`config.mk`:
```
export PLATFORM = sky130hd
export DESIGN_NAME = imm_gen_pipe
export DESIGN_NICKNAME = d
export VERILOG_FILES = /design/src/rtl/imm_gen_pkg.sv /design/src/rtl/imm_decode.sv /design/src/rtl/imm_gen_pipe.sv
export SDC_FILE = /design/constraint.sdc
export NUM_CORES = 1
export LEC_CHECK = 0
export BUFFER_PORTS_ARGS = -buffer_cell sky130_fd_sc_hd__buf_2
export CORE_ASPECT_RATIO = 1.1
export CORE_UTILIZATION = 45
export CTS_CLUSTER_DIAMETER = 60
export DETAILED_ROUTE_END_ITERATION = 10
export GPL_TIMING_DRIVEN = 0
export PLACE_DENSITY_LB_ADDON = 0.08
export REMOVE_ABC_BUFFERS = 1
export SETUP_SLACK_MARGIN = 0.5
export SLEW_MARGIN = 20
export SYNTH_ARGS = -nofsm -noshare
export SYNTH_HDL_FRONTEND = slang
export SYNTH_SLANG_ARGS = --single-unit
```
`constraint.sdc`:
```
create_clock -name clk -period 1.66 [get_ports clk]
set_clock_uncertainty 0.15 [all_clocks]
set_input_delay 0.332 -clock clk [delete_from_list [all_inputs] [get_ports clk]]
set_output_delay 0.332 -clock clk [all_outputs]
set_load 0.01 [all_outputs]
```
`src/rtl/imm_gen_pkg.sv`:
```
// Shared RV32I opcode constants, format codes and the immediate sign-extension helper
// for the immediate generator pipeline.
package imm_gen_pkg;

   localparam logic [6:0] OP_R      = 7'b0110011;
   localparam logic [6:0] OP_IMM    = 7'b0010011;
   localparam logic [6:0] OP_LOAD   = 7'b0000011;
   localparam logic [6:0] OP_JALR   = 7'b1100111;
   localparam logic [6:0] OP_SYS    = 7'b1110011;
   localparam logic [6:0] OP_STORE  = 7'b0100011;
   localparam logic [6:0] OP_BRANCH = 7'b1100011;
   localparam logic [6:0] OP_LUI    = 7'b0110111;
   localparam logic [6:0] OP_AUIPC  = 7'b0010111;
   localparam logic [6:0] OP_JAL    = 7'b1101111;

   typedef enum logic [2:0] {
      FMT_R   = 3'd0,
      FMT_I   = 3'd1,
      FMT_S   = 3'd2,
      FMT_B   = 3'd3,
      FMT_U   = 3'd4,
      FMT_J   = 3'd5,
      FMT_ILL = 3'd7
   } fmt_t;

   // Widest supported immediate; callers truncate to their XLEN.
   function automatic logic [63:0] sext32(input logic [31:0] v);
      return {{32{v[31]}}, v};
   endfunction

endpackage

```
`src/rtl/imm_decode.sv`:
```
// Combinational RV32I format classifier and immediate extractor (instr -> imm, fmt, illegal).
// Every non-zero immediate has instr[31] in bit 31, so one 32->XLEN extension covers all formats.
module imm_decode
   import imm_gen_pkg::*;
#(
   parameter int XLEN = 32
) (
   input  logic [31:0]     instr,
   output logic [XLEN-1:0] imm,
   output logic [2:0]      fmt,
   output logic            illegal
);

   logic [31:0] imm32;
   logic        s;
   fmt_t        f;

   assign s = instr[31];

   always_comb begin
      imm32   = '0;
      f       = FMT_ILL;
      illegal = 1'b0;
      case (instr[6:0])
         OP_R: f = FMT_R;
         OP_IMM, OP_LOAD, OP_JALR, OP_SYS: begin
            f     = FMT_I;
            imm32 = {{20{s}}, instr[31:20]};
         end
         OP_STORE: begin
            f     = FMT_S;
            imm32 = {{20{s}}, instr[31:25], instr[11:7]};
         end
         OP_BRANCH: begin
            f     = FMT_B;
            imm32 = {{19{s}}, instr[31], instr[7], instr[30:25], instr[11:8], 1'b0};
         end
         OP_LUI, OP_AUIPC: begin
            f     = FMT_U;
            imm32 = {instr[31:12], 12'b0};
         end
         OP_JAL: begin
            f     = FMT_J;
            imm32 = {{11{s}}, instr[31], instr[19:12], instr[20], instr[30:21], 1'b0};
         end
         default: illegal = 1'b1;
      endcase
   end

   assign imm = XLEN'(sext32(imm32));
   assign fmt = f;

endmodule

```
`src/rtl/imm_gen_pipe.sv`:
```
// Elastic 1- or 2-stage RV32I immediate generator with a saturating illegal-opcode counter.
// Each stage reloads when empty or draining, so a full pipe streams without bubbles.
module imm_gen_pipe
   import imm_gen_pkg::*;
#(
   parameter int XLEN      = 32,
   parameter int STAGES    = 1,
   parameter int ERR_CNT_W = 8
) (
   input  logic                 clk,
   input  logic                 rst,
   input  logic                 in_valid,
   output logic                 in_ready,
   input  logic [31:0]          in_instr,
   output logic                 out_valid,
   input  logic                 out_ready,
   output logic [XLEN-1:0]      out_imm,
   output logic [2:0]           out_fmt,
   output logic                 out_illegal,
   input  logic                 err_clr,
   output logic [ERR_CNT_W-1:0] err_count
);

   logic [XLEN-1:0] dec_imm;
   logic [2:0]      dec_fmt;
   logic            dec_ill;
   logic            ill_hs;

   imm_decode #(.XLEN(XLEN)) u_decode (
      .instr   (in_instr),
      .imm     (dec_imm),
      .fmt     (dec_fmt),
      .illegal (dec_ill)
   );

   for (genvar i = 0; i < STAGES; i++) begin : g_stage
      logic            vld_q, ld, dn_rdy, src_vld, src_ill, ill_q;
      logic [XLEN-1:0] src_imm, imm_q;
      logic [2:0]      src_fmt, fmt_q;

      if (i == 0) begin : g_head
         assign src_vld = in_valid;
         assign src_imm = dec_imm;
         assign src_fmt = dec_fmt;
         assign src_ill = dec_ill;
      end else begin : g_body
         assign src_vld = g_stage[i-1].vld_q;
         assign src_imm = g_stage[i-1].imm_q;
         assign src_fmt = g_stage[i-1].fmt_q;
         assign src_ill = g_stage[i-1].ill_q;
      end

      // Readiness ripples back from the output so a full pipe can drain and fill together.
      if (i == STAGES - 1) begin : g_tail
         assign dn_rdy = out_ready;
      end else begin : g_mid
         assign dn_rdy = g_stage[i+1].ld;
      end

      assign ld = !vld_q || dn_rdy;

      always_ff @(posedge clk or posedge rst) begin
         if (rst) begin
            vld_q <= 1'b0;
            imm_q <= '0;
            fmt_q <= '0;
            ill_q <= 1'b0;
         end else if (ld) begin
            vld_q <= src_vld;
            if (src_vld) begin
               imm_q <= src_imm;
               fmt_q <= src_fmt;
               ill_q <= src_ill;
            end
         end
      end
   end

   assign in_ready    = g_stage[0].ld;
   assign out_valid   = g_stage[STAGES-1].vld_q;
   assign out_imm     = g_stage[STAGES-1].imm_q;
   assign out_fmt     = g_stage[STAGES-1].fmt_q;
   assign out_illegal = g_stage[STAGES-1].ill_q;

   assign ill_hs = in_valid && in_ready && dec_ill;

   // A clear coinciding with an illegal accept restarts the count at one, not zero.
   always_ff @(posedge clk or posedge rst) begin
      if (rst) begin
         err_count <= '0;
      end else if (err_clr) begin
         err_count <= ill_hs ? ERR_CNT_W'(1) : '0;
      end else if (ill_hs && (err_count != {ERR_CNT_W{1'b1}})) begin
         err_count <= err_count + ERR_CNT_W'(1);
      end
   end

endmodule

```
==> summary.md <==
| Metric | Value |
|---|---|
| Drt pass-1 iters | 4 |
| Total GRT Usage | 0.276 |
| Hold Slack | -0.111 ns |
| Fin nets | 413 |
| Vias in the first global route | 2382 |
| EDFF count, synth | 0 |
| Rel. slew slack | 0.635 |
| Initial DRC count | 128 |
| Yosys warns | 0 |
| Worst path cell trace | nand2b_4, o311ai_4, a2111oi_4, mux2_4 |
| Pwr dens | 664 nW/um2 |
| Die width | 70.3 um |
| Initial core utilization | 0.482 |
| Max-cap viol count | 0 |
| Most common cell in the synthesized netlist | dfrtp_1 |
| Final Setup Violations | 3 |
| Sw Share | 0.299 |
| WS Path Type | flop to flop |
| Die H | 77.1 um |
| GR Overflow Total | 0 |
| RSZ-0062 raised after global routing | yes |
| H-tree depth | 2 |
| Top_reg_cell synth | dfrtp_1 |
| Sequential share of power | 0.469 |
| Tcrit/Tclk final | 1.02 |
| Status | finished, violations left |
| Tot Pwr | 2.54 mW |
| CTS clk-pin slew, worst paths | 0.09 ns |
| Worst Setup Start Kind | flop |
| Max VDD drop | 0.431 mV |
| CTS tree | yes |
| First-pass GRT wire length | 11900 um |
| Lkg Pwr | 1.76 nW |
| Root Driver | clkbuf_8 |
| Tmin final | 1.69 ns |
| Hold Path Class | input pin to asynchronous set/reset pin |
| Post-Syn Area | 2310 um2 |
| Core area | 4780 um2 |
| N_diodes | 0 |
| IO Pins | 83 |
| Final worst slack | -0.0288 ns |
| Post-route cell area | 3830 um2 |
| Crit-path slowest cell | dfrtp_1 |
| Crit-path max cell delay | 0.42 ns |
| Reg2Reg Depth | 4 |
| Filler cell count | 313 |
| Synth unique cells | 49 |
| Vias post-DR | 2517 |
| TritonCTS buffer count | 5 |
| Final Util | 0.801 |
| Full die area | 5420 um2 |
| Violated checks | hold timing, setup timing |
| Routability cong. | 0.772 |
| # clock sinks | 45 |
| Syn avg cell area | 9.61 um2 |
| Combinational power share | 0.248 |
| Layout area overhead | 66.1% |
| #FFs+latches synth | 45 |
| Crit path DAT | 1.73 ns |
| Area leader, netlist | dfrtp_1 |
| Clock power share | 0.284 |
| Top delay family on crit path | compound AO/OA/AOI/OAI gates |
| Total Wirelength | 7770 um |
| Slew @ Worst Pin | 0.546 ns |
| Critical path buffer and inverter count | 0 |
| Pin count of the biggest net entering global routing | 31 |
| Post-synthesis instance total | 240 |
| Placement Cell Area | 2750 um2 |
| Reg2Reg Setup Slack | -0.03 ns |
| Post-synthesis sequential area ratio | 0.488 |
| Input/output buffers | 82 |
| Synth top area share | 0.488 |
| Setup tns final | -0.0519 ns |
| Slew Viols, Final | 0 |
| CTS max path bufs | 2 |
| Main area contributors after synthesis | dfrtp_1 (49%), nand2_1 (4.7%), a31oi_1 (4.1%) |
| Insertion delay to the later sink of the worst-skew pair | 0.30 ns |
| Post-route ant nets | 0 |
| Crit-path max FO | 7 |
| Most instantiated cells after synthesis | dfrtp_1 (45), nand2_1 (29), nor2_1 (25), a31oi_1 (15), a21oi_1 (14) |
| Layout cells sized above 1 | 0.563 |
| Row count | 26 |
| Required @ worst endpoint | 1.70 ns |
| DRC violations left | 0 |
| Net switching power | 760 uW |
| CP Depth | 4 |
| Final hold viol count | 19 |
| Fraction of registers with async set/reset | 1.00 |
| Post-DP HPWL | 4090 um |
| Worst Setup End Kind | flop |
| WL per Instance | 18.0 um |
| Vias per inst | 5.84 |
| Initial antenna violation count | 0 |
| Peak Freq | 592 MHz |
| Pint | 1.78 mW |
## final cells by class
type	instances	area (um2)	area share
multi-input combinational	180	1520	0.398
sequential	45	1130	0.294
timing repair buffer	136	993	0.259
clock buffer	6	82.6	0.0216
tap	56	70.1	0.0183
inverter	7	26.3	0.00686
clock inverter	1	7.51	0.00196
## stage by stage
step / worst slack [ns] / cells / hold WS, ns
2_1_floorplan: -0.302 / 228 / 0.255
3_3_place_gp: -0.742 / 366 / 0.309
3_5_place_dp: -0.811 / 367 / 0.228
4_1_cts: -0.0213 / 409 / -0.0977
5_1_grt: -0.106 / 431 / -0.0888
6_report: -0.0288 / 431 / -0.111
## layout by cell type (no fill, tap or decap), types with 3 or more instances in the layout
cell type and instances:
buf_2 65, buf_4 47, dfrtp_1 44, nand2_1 23
buf_6 16, a21oi_1 12, a31oi_1 12, nor2_2 9
o21ai_1 9, nor2_4 9, nor2_1 8, and3_1 7
inv_1 6, nand2b_1 6, a22o_1 6, clkbuf_8 6
nor2b_1 5, buf_12 5, o21ai_2 4, nand2_2 4
a221o_1 4, a211oi_4 3, a21oi_4 3, a31oi_4 3
mux2_2 3
## worst register-to-register path, stage by stage, from the launching register on
cell and delay, ns:
dfrtp_1 0.42, nand2b_4 0.10, o311ai_4 0.18, a2111oi_4 0.40
mux2_4 0.33
## state kept, by name, summed over array words and instances, names as in the netlist
register,cells
err_count,8
out_fmt,3
out_illegal,1
out_imm,32
out_valid,1
## power groups by stage
stage | Sequential [mW] | Combinational (mW) | Clock, mW
after CTS | 1.18 | 0.517 | 0.727
after floorplan | 1.23 | 0.163 | 0
final | 1.19 | 0.630 | 0.721
after detailed placement | 1.21 | 0.368 | 0
after global routing | 1.20 | 0.674 | 0.771
after global placement | 1.20 | 0.356 | 0
## per-layer routing
metal / track usage / share of wire / vias up
met1: 0.362 / 0.41 / 1242
met5: 0 / 0 / -
met3: 0.0696 / 0.054 / 24
met2: 0.441 / 0.51 / 99
li1: - / - / 1152
met4: 0.0940 / 0.020 / 0
## worst paths after layout
check / start / end
setup / recovery: out_valid$_DFFE_PP0N_ / err_count[5]$_DFFE_PP0P_
hold / removal: rst / err_count[7]$_DFFE_PP0P_
setup reg to reg: out_valid$_DFFE_PP0N_ / err_count[5]$_DFFE_PP0P_
hold reg to reg: out_imm[12]$_DFFE_PP0P_ / out_imm[12]$_DFFE_PP0P_
max in group asynchronous: rst / out_imm[11]$_DFFE_PP0P_
min in group clk: in_instr[29] / out_imm[9]$_DFFE_PP0P_
## cell families (layout without fill, tap and decap cells)
kind of cell	count (synthesis)	in the layout	share of synthesized area
compound gates	78	81	0.243
xor+xnor	1	1	0.00380
fa+ha+maj	1	1	0.00543
buf+inv	19	150	0.0369
flops	45	45	0.488
mux	6	6	0.0288
simple gates	90	91	0.194
## repair_timing
action	in CTS	in global routing
pin swaps	25	16
gates cloned	4	0
setup buffers	31	22
endpoints found under the setup margin	90	90
resized for setup	80	46
hold endpoints to repair	19	19
(Power assumes the default switching activity.)
